File: src/rtl/hash_out_stream_pkg.sv
// Shared definitions for the BLAKE2 pin I/O transmit path.
// Holds digest sizing, the receiver command encodings and the output FSM states.
package hash_out_stream_pkg;

    localparam int HASH_BYTES = 64;
    localparam int CNT_W      = 6;
    localparam int HASH_W     = 8 * HASH_BYTES;

    // Command encodings shared with the byte-serial receiver.
    typedef enum logic [1:0] {
        CMD_CONFIG = 2'd0,
        CMD_DATA   = 2'd1,
        CMD_FINAL  = 2'd2,
        CMD_RESET  = 2'd3
    } cmd_t;

    typedef enum logic {
        S_IDLE = 1'b0,
        S_SEND = 1'b1
    } state_t;

    // Index of the final byte; a length of 0 stands for a full digest and
    // wraps to HASH_BYTES-1.
    function automatic logic [CNT_W-1:0] last_index(input logic [CNT_W-1:0] len);
        return len - CNT_W'(1);
    endfunction

endpackage

File: src/rtl/hash_out_stream_out_shift_reg.sv
// Digest holding register: parallel load, then shifts one byte right per
// transfer so the next byte to send always sits in the low 8 bits.
module hash_out_stream_out_shift_reg
    import hash_out_stream_pkg::*;
#(
    parameter int N_BYTES = HASH_BYTES
) (
    input  logic                   clk,
    input  logic                   i_load,
    input  logic                   i_shift,
    input  logic [8*N_BYTES-1:0]   i_data,
    output logic [7:0]             o_byte
);

    logic [8*N_BYTES-1:0] r_shift;

    // Deliberately unreset: contents are only visible while the stream FSM is
    // in SEND, which always follows a load.
    always_ff @(posedge clk) begin
        if (i_load) begin
            r_shift <= i_data;
        end else if (i_shift) begin
            r_shift <= {8'h00, r_shift[8*N_BYTES-1:8]};
        end
    end

    assign o_byte = r_shift[7:0];

endmodule

File: src/rtl/hash_out_stream.sv
// Transmit side of the BLAKE2 pin interface: captures a finished digest and
// streams its first nn bytes out under a valid/ready handshake.
//
// state  | meaning
// S_IDLE | waiting for a finished pulse from the hash core
// S_SEND | presenting digest bytes, one per accepted transfer
module hash_out_stream
    import hash_out_stream_pkg::*;
(
    input  logic                clk,
    input  logic                nreset,
    input  logic                en_i,
    input  logic                hash_finished_i,
    input  logic [HASH_W-1:0]   hash_i,
    input  logic [CNT_W-1:0]    nn_i,
    input  logic                ready_i,
    output logic                data_v_o,
    output logic [7:0]          data_o,
    output logic                last_o,
    output logic                busy_o,
    output logic                overrun_o
);

    logic             r_en_q;
    state_t           r_state;
    state_t           w_state_nxt;
    logic [CNT_W-1:0] r_cnt;
    logic [CNT_W-1:0] r_len;
    logic             r_overrun;

    logic             w_fin;
    logic             w_sending;
    logic             w_load;
    logic             w_xfer;
    logic             w_at_last;
    logic [7:0]       w_byte;

    always_ff @(posedge clk or negedge nreset) begin
        if (!nreset) begin
            r_en_q <= 1'b0;
        end else begin
            r_en_q <= en_i;
        end
    end

    assign w_fin     = r_en_q & hash_finished_i;
    assign w_sending = (r_state == S_SEND);
    assign w_load    = w_fin & (r_state == S_IDLE);
    assign w_xfer    = r_en_q & w_sending & ready_i;
    assign w_at_last = (r_cnt == last_index(r_len));

    always_ff @(posedge clk or negedge nreset) begin
        if (!nreset) begin
            r_state <= S_IDLE;
        end else begin
            r_state <= w_state_nxt;
        end
    end

    always_comb begin
        w_state_nxt = r_state;
        case (r_state)
            S_IDLE: if (w_load)              w_state_nxt = S_SEND;
            S_SEND: if (w_xfer && w_at_last) w_state_nxt = S_IDLE;
            default:                         w_state_nxt = S_IDLE;
        endcase
    end

    always_comb begin
        data_v_o = r_en_q & w_sending;
        last_o   = r_en_q & w_sending & w_at_last;
        data_o   = w_sending ? w_byte : 8'h00;
        busy_o   = w_sending;
    end

    // Counter wraps from 63 to 0 only on a full 64-byte stream, which is
    // exactly when the FSM leaves SEND.
    always_ff @(posedge clk or negedge nreset) begin
        if (!nreset) begin
            r_cnt <= '0;
            r_len <= '0;
        end else if (w_load) begin
            r_cnt <= '0;
            r_len <= nn_i;
        end else if (w_xfer) begin
            r_cnt <= r_cnt + CNT_W'(1);
        end
    end

    // A digest finishing mid-stream is dropped, including on the final byte.
    always_ff @(posedge clk or negedge nreset) begin
        if (!nreset) begin
            r_overrun <= 1'b0;
        end else if (w_fin && w_sending) begin
            r_overrun <= 1'b1;
        end
    end

    assign overrun_o = r_overrun;

    hash_out_stream_out_shift_reg #(
        .N_BYTES (HASH_BYTES)
    ) u_shift (
        .clk     (clk),
        .i_load  (w_load),
        .i_shift (w_xfer),
        .i_data  (hash_i),
        .o_byte  (w_byte)
    );

endmodule

File: config.mk
export PLATFORM = sky130hd
export DESIGN_NAME = hash_out_stream
export DESIGN_NICKNAME = d
export VERILOG_FILES = /design/src/rtl/hash_out_stream_pkg.sv /design/src/rtl/hash_out_stream_out_shift_reg.sv /design/src/rtl/hash_out_stream.sv
export SDC_FILE = /design/constraint.sdc
export NUM_CORES = 1
export LEC_CHECK = 0
export ABC_AREA = 1
export BUFFER_PORTS_ARGS = -buffer_cell sky130_fd_sc_hd__clkbuf_2
export CAP_MARGIN = 15
export CORE_MARGIN = 3
export CORE_UTILIZATION = 45
export DETAILED_ROUTE_END_ITERATION = 10
export GPL_TIMING_DRIVEN = 0
export HOLD_SLACK_MARGIN = 0.06
export PLACE_DENSITY = 0.69
export SYNTH_ARGS = -nofsm -noshare
export SYNTH_HDL_FRONTEND = slang
export SYNTH_SLANG_ARGS = --single-unit
File: constraint.sdc
create_clock -name clk -period 25.2 [get_ports clk]
set_input_delay 7.56 -clock clk [delete_from_list [all_inputs] [get_ports clk]]
set_output_delay 7.56 -clock clk [all_outputs]
set_load 0.05 [all_outputs]
== After elaboration in Yosys (flattened, before gate mapping) ==
Index checks and enable logic that the tools add are counted.

* Flip-flop bits (word level): 527
* Word-level logic and storage cells: 26
* Bits of input ports: 523
* Output and inout bits: 12

* Muxes and demuxes: 8
* $add $sub $neg: 2
* Bitwise logic cells: 6
* Eq/ne operators: 1
* Reduce and logical (&&, ||, !) cells: 3

{| class="wikitable"
|+ Operators with widths
! cell !! number
|-
| $mux W512 || 2
|-
| $mux W6 || 2
|-
| $mux W8 || 1
|-
| $add A6 B1 Y6 const B || 1
|-
| $eq A6 B6 Y1 || 1
|-
| $sub A6 B1 Y6 const B || 1
|-
| $and A1 B1 Y1 || 5
|-
| $logic_and A1 B1 Y1 || 2
|-
| $mux W1 || 2
|-
| $pmux W1 S2 || 1
|-
| $reduce_bool A2 Y1 || 1
|-
| $not A1 Y1 || 1
|}

== Logic depth before layout (Yosys ltp) ==
* Depth in word-level cells: 5
* Gate-level depth with buffers: 12
* Depth with buffers taken out: 12

== Modules after synthesis ==
A second synthesis with hierarchy kept.

* Cell total of the unflattened synthesis: 2,293
* Area total of the unflattened synthesis: 23,034.6 um^2

{| class="wikitable"
|+ Modules (own cells, without submodules)
! module !! times used !! sequential area each (um^2) !! area an instance (um^2) !! cells an instance
|-
| hash_out_stream_out_shift_reg || 1 || 15,374.7 || 22,120.0 || 2,162
|-
| hash_out_stream || 1 || 375.4 || 914.6 || 131
|}

== Worst setup path after synthesis ==
OpenSTA, ideal clock, no wires.

* Kind: input port to flip-flop
* Start: input hash_finished_i
* End: register r_cnt[4]
* Cell stages on the path: 8
* Data arrival time: 15,123 ps
* Slack: 10,004 ps
* Path buffers: 0
* Library setup time: 73 ps
* Data required time: 25,127 ps
* Path through: nand2_1 -> nor2_2 -> inv_2 -> nand2_2 -> nand3_1 -> o21ai_1 -> nand2_1 -> nor2_1

* Word-level cells in the longest chain between the ends: 3
* Elaborated cells between the ends (all ways): 4
* Those cells by class: mux: 1; bitwise: 2; reduce/logical: 1

{| class="wikitable"
|+ Ends and longest elaborated chain
! item !! RTL line !! source
|-
| start, declared || hash_out_stream.sv:13 || <nowiki>input logic hash_finished_i,</nowiki>
|-
| $and A1 B1 Y1 (*) || hash_out_stream.sv:46 || <nowiki>assign w_fin = r_en_q & hash_finished_i;</nowiki>
|-
| $and A1 B1 Y1 (*) || hash_out_stream.sv:48 || <nowiki>assign w_load = w_fin & (r_state == S_IDLE);</nowiki>
|-
| $mux W6 / $reduce_bool A2 Y1 (equally long branches) || - ||
|-
| end signal, assigned || hash_out_stream.sv:86 || <nowiki>r_cnt <= r_cnt + CNT_W'(1);</nowiki>
|-
| end, declared || hash_out_stream.sv:27 || <nowiki>logic [CNT_W-1:0] r_cnt;</nowiki>
|}

Mark *: on every way between the ends. The rest lies on a longest branch, timed or not.
A chain may end at the register's enable or synchronous reset.

== Final worst setup path ==
* Start: register r_len[0]
* End: output last_o

* Word-level cells in the longest chain between the ends: 3

{| class="wikitable"
|+ Ends and longest elaborated chain
! item !! RTL line !! source
|-
| start, declared || hash_out_stream.sv:28 || <nowiki>logic [CNT_W-1:0] r_len;</nowiki>
|-
| start signal, assigned || hash_out_stream.sv:84 || <nowiki>r_len <= nn_i;</nowiki>
|-
| $sub A6 B1 Y6 || hash_out_stream_pkg.sv:25 || <nowiki>return len - CNT_W'(1);</nowiki>
|-
| $eq A6 B6 Y1 || hash_out_stream.sv:50 || <nowiki>assign w_at_last = (r_cnt == last_index(r_len));</nowiki>
|-
| $and A1 B1 Y1 || hash_out_stream.sv:71 || <nowiki>last_o = r_en_q & w_sending & w_at_last;</nowiki>
|-
| end, declared || hash_out_stream.sv:19 || <nowiki>output logic last_o,</nowiki>
|}

Every way passes these cells.

==> impl_metrics.ini <==
[die]
num_rows = 81
fp.dieH_um = 230
die_w_um = 230
die_area_mm2 = 0.0529
fp.coreArea_mm2 = 0.0493
num_io_pins = 535
start_util = 0.458

[sta]
finalHoldViolCount = 0
worst_pin_slew_ns = 0.817
fin_setup_tns_ns = 0
slew-limit-headroom = 0.455
fin_skew_ns = 0.0247
min_period_ns = 9.92
slew_viol_final = 0
fmax_ghz = 0.101
rsz0062_at_grt = no
period_share = 0.393
finalSetupViolations = 0

[clocking]
path_clk_slew_ns = 0.06
clk_path_buf_depth = 3
cts-buffers-inserted = 52
h-tree-depth = 2
clock_latency_ns = 0.59
cts_tree = yes
postCtsSetupBuffers = 0
cts.sinks = 527
cts-root-buf = clkbuf_16
cts_resized = 0
ctsHoldBuffers = 0

[outcome]
status = finished clean

[yosys]
synth-seq-cells = 527
synth.top_cells.by_area = edfxtp_1, nand2_1, dfrtp_1
synth.top_cells.by_count = nand2_1, edfxtp_1, buf_2
syn-num-nets = 2816
synth_top_cell_area_share = 0.681
async_flop_share = 0.0285
ys_seq_area_frac = 0.697
synth_area_mm2 = 0.0226
synth.avg_cell_area_um2 = 9.86
ys_types = 22
synth_most_common_cell = nand2_1
netlist_instances = 2291
synth_top_cell_by_area = edfxtp_1
synth_ff_type = edfxtp_1
synth_edf_count = 512
synth_warnings = 0

[pwr]
ir_worst_vdd_uv = 48.3
power.switching_w = 0.000466
switching_share = 0.233
leakagePower_nw = 13.0
p_int_w = 0.00154
seqPwrFrac = 0.533
p_clk_frac = 0.371
power_density_mw_per_mm2 = 71.9
p_comb_frac = 0.095

[critical_path]
start_kind = flip-flop
crit_fanout = 5
cp.required_ns = 17.64
worstSetupPathType = flip-flop to primary output
cp_data_arrival_time_ns = 2.36
rr_worst_depth = 5
cp-end-kind = primary output

[flow_run]
cap_violations = 0

[route]
vias_per_cell = 4.82
vias = 17334
drt-initial-drc-count = 1329
postRouteWirelength_mm = 60.9
final_antenna_net_count = 0
route.detailed.drc = 0
wl_per_cell_um = 16.9
drt_pass1_iterations = 5

[final_layout]
area_growth_pct = 23.2
drive_gt1_frac = 0.235
final.fill_count = 4362
postLayoutCoreUtil = 0.565
finalNetCount = 3408
seq_area_mm2 = 0.0158
multi_input_area_mm2 = 0.00614

[global_routing]
grt_max_degree = 128
antenna_found_initial = 22
grt_usage = 0.224
grt_overflow = 0
grt_pass1_wl_mm = 91.2
first_global_vias = 17216

[min_path]
worstHoldPathCells = 2
hp-class = flip-flop to flip-flop

[placement]
dp_hpwl_mm = 46.2
place.gp.congestion = 0.931
portBuffers = 534
flip-flops by register name (all words and copies together) (netlist names):
register,flops
r_en_q,1
r_len,6
overrun_o,1
busy_o,1
r_cnt,6
u_shift.r_shift,512
placed cells by master (no fill, tap or decap), types with 15 or more instances in the layout:
cell / instances
dfrtp_1: 15
nor2_1: 20
buf_2: 57
inv_1: 33
edfxtp_1: 512
clkbuf_16: 52
clkbuf_1: 47
clkbuf_2: 534
nand2_1: 1564
buf_4: 15
power by group through the flow:
stage | Clock, W | Combinational, W | Sequential, W
6_report | 0.000743 | 0.000191 | 0.00107
5_1_grt | 0.000793 | 0.000218 | 0.00107
4_1_cts | 0.000756 | 0.000194 | 0.00107
3_5_place_dp | 0 | 0.000192 | 0.00109
3_3_place_gp | 0 | 0.000183 | 0.00111
2_1_floorplan | 0 | 0.000107 | 0.00110
per-layer routing:
layer / vias up / GRT usage / share of wire
met5: - / 0 / 0.0023
met4: 22 / 0.0709 / 0.026
met3: 109 / 0.0561 / 0.081
met2: 608 / 0.382 / 0.49
met1: 8049 / 0.281 / 0.40
li1: 8546 / - / -
final cells by class:
type	count	share of cell area
antenna	14	0.00126
inverter	35	0.00472
buffer	115	0.0206
multi-input combinational	1614	0.221
timing repair buffer	538	0.100
sequential	527	0.566
clock buffer	63	0.0482
clock inverter	27	0.00877
tap	664	0.0299
final timing paths:
path	from	to	slack (ns)
max in group asynchronous	nreset	r_cnt[0]	18.02
worst min-delay path	u_shift.r_shift[385]	u_shift.r_shift[377]	0.49
worst max-delay path	r_len[0]	last_o	15.28
worst max register to register	r_en_q	u_shift.r_shift[253]	22.66
min in group asynchronous	nreset	r_len[0]	6.90
worst min register to register	u_shift.r_shift[385]	u_shift.r_shift[377]	0.49
worst max-delay path, cell delays in order (launching register included):
cell      delay, ns
dfrtp_1        0.39
inv_1          0.14
ha_1           0.27
nand2_1        0.07
nand2_1        0.05
nor2_1         0.10
nand3_1        0.08
nor2_1         0.16
nand2_1        0.10
nor2_1         0.11
clkbuf_2       0.30
cells by family after synthesis:
kind of cell	count (synthesis)	share of synthesized area
buf+inv	150	0.0312
xor+xnor	2	0.000776
fa+ha+maj	2	0.00111
flops	527	0.697
compound gates	11	0.00255
simple gates	1599	0.267
metrics by stage:
step | hold slack, ns | total power [W] | std cells | worst slack, ns | area, um2
after floorplan | 0.461 | 0.00121 | 2291 | 10.00 | 22600
after global routing | 0.519 | 0.00208 | 3593 | 15.06 | 27800
after global placement | 0.468 | 0.00130 | 3489 | 6.70 | 26100
after CTS | 0.489 | 0.00202 | 3583 | 15.22 | 27800
final | 0.490 | 0.00200 | 3597 | 15.28 | 27800
after detailed placement | 0.478 | 0.00128 | 3493 | 15.36 | 26200
(Power assumes the default switching activity.)
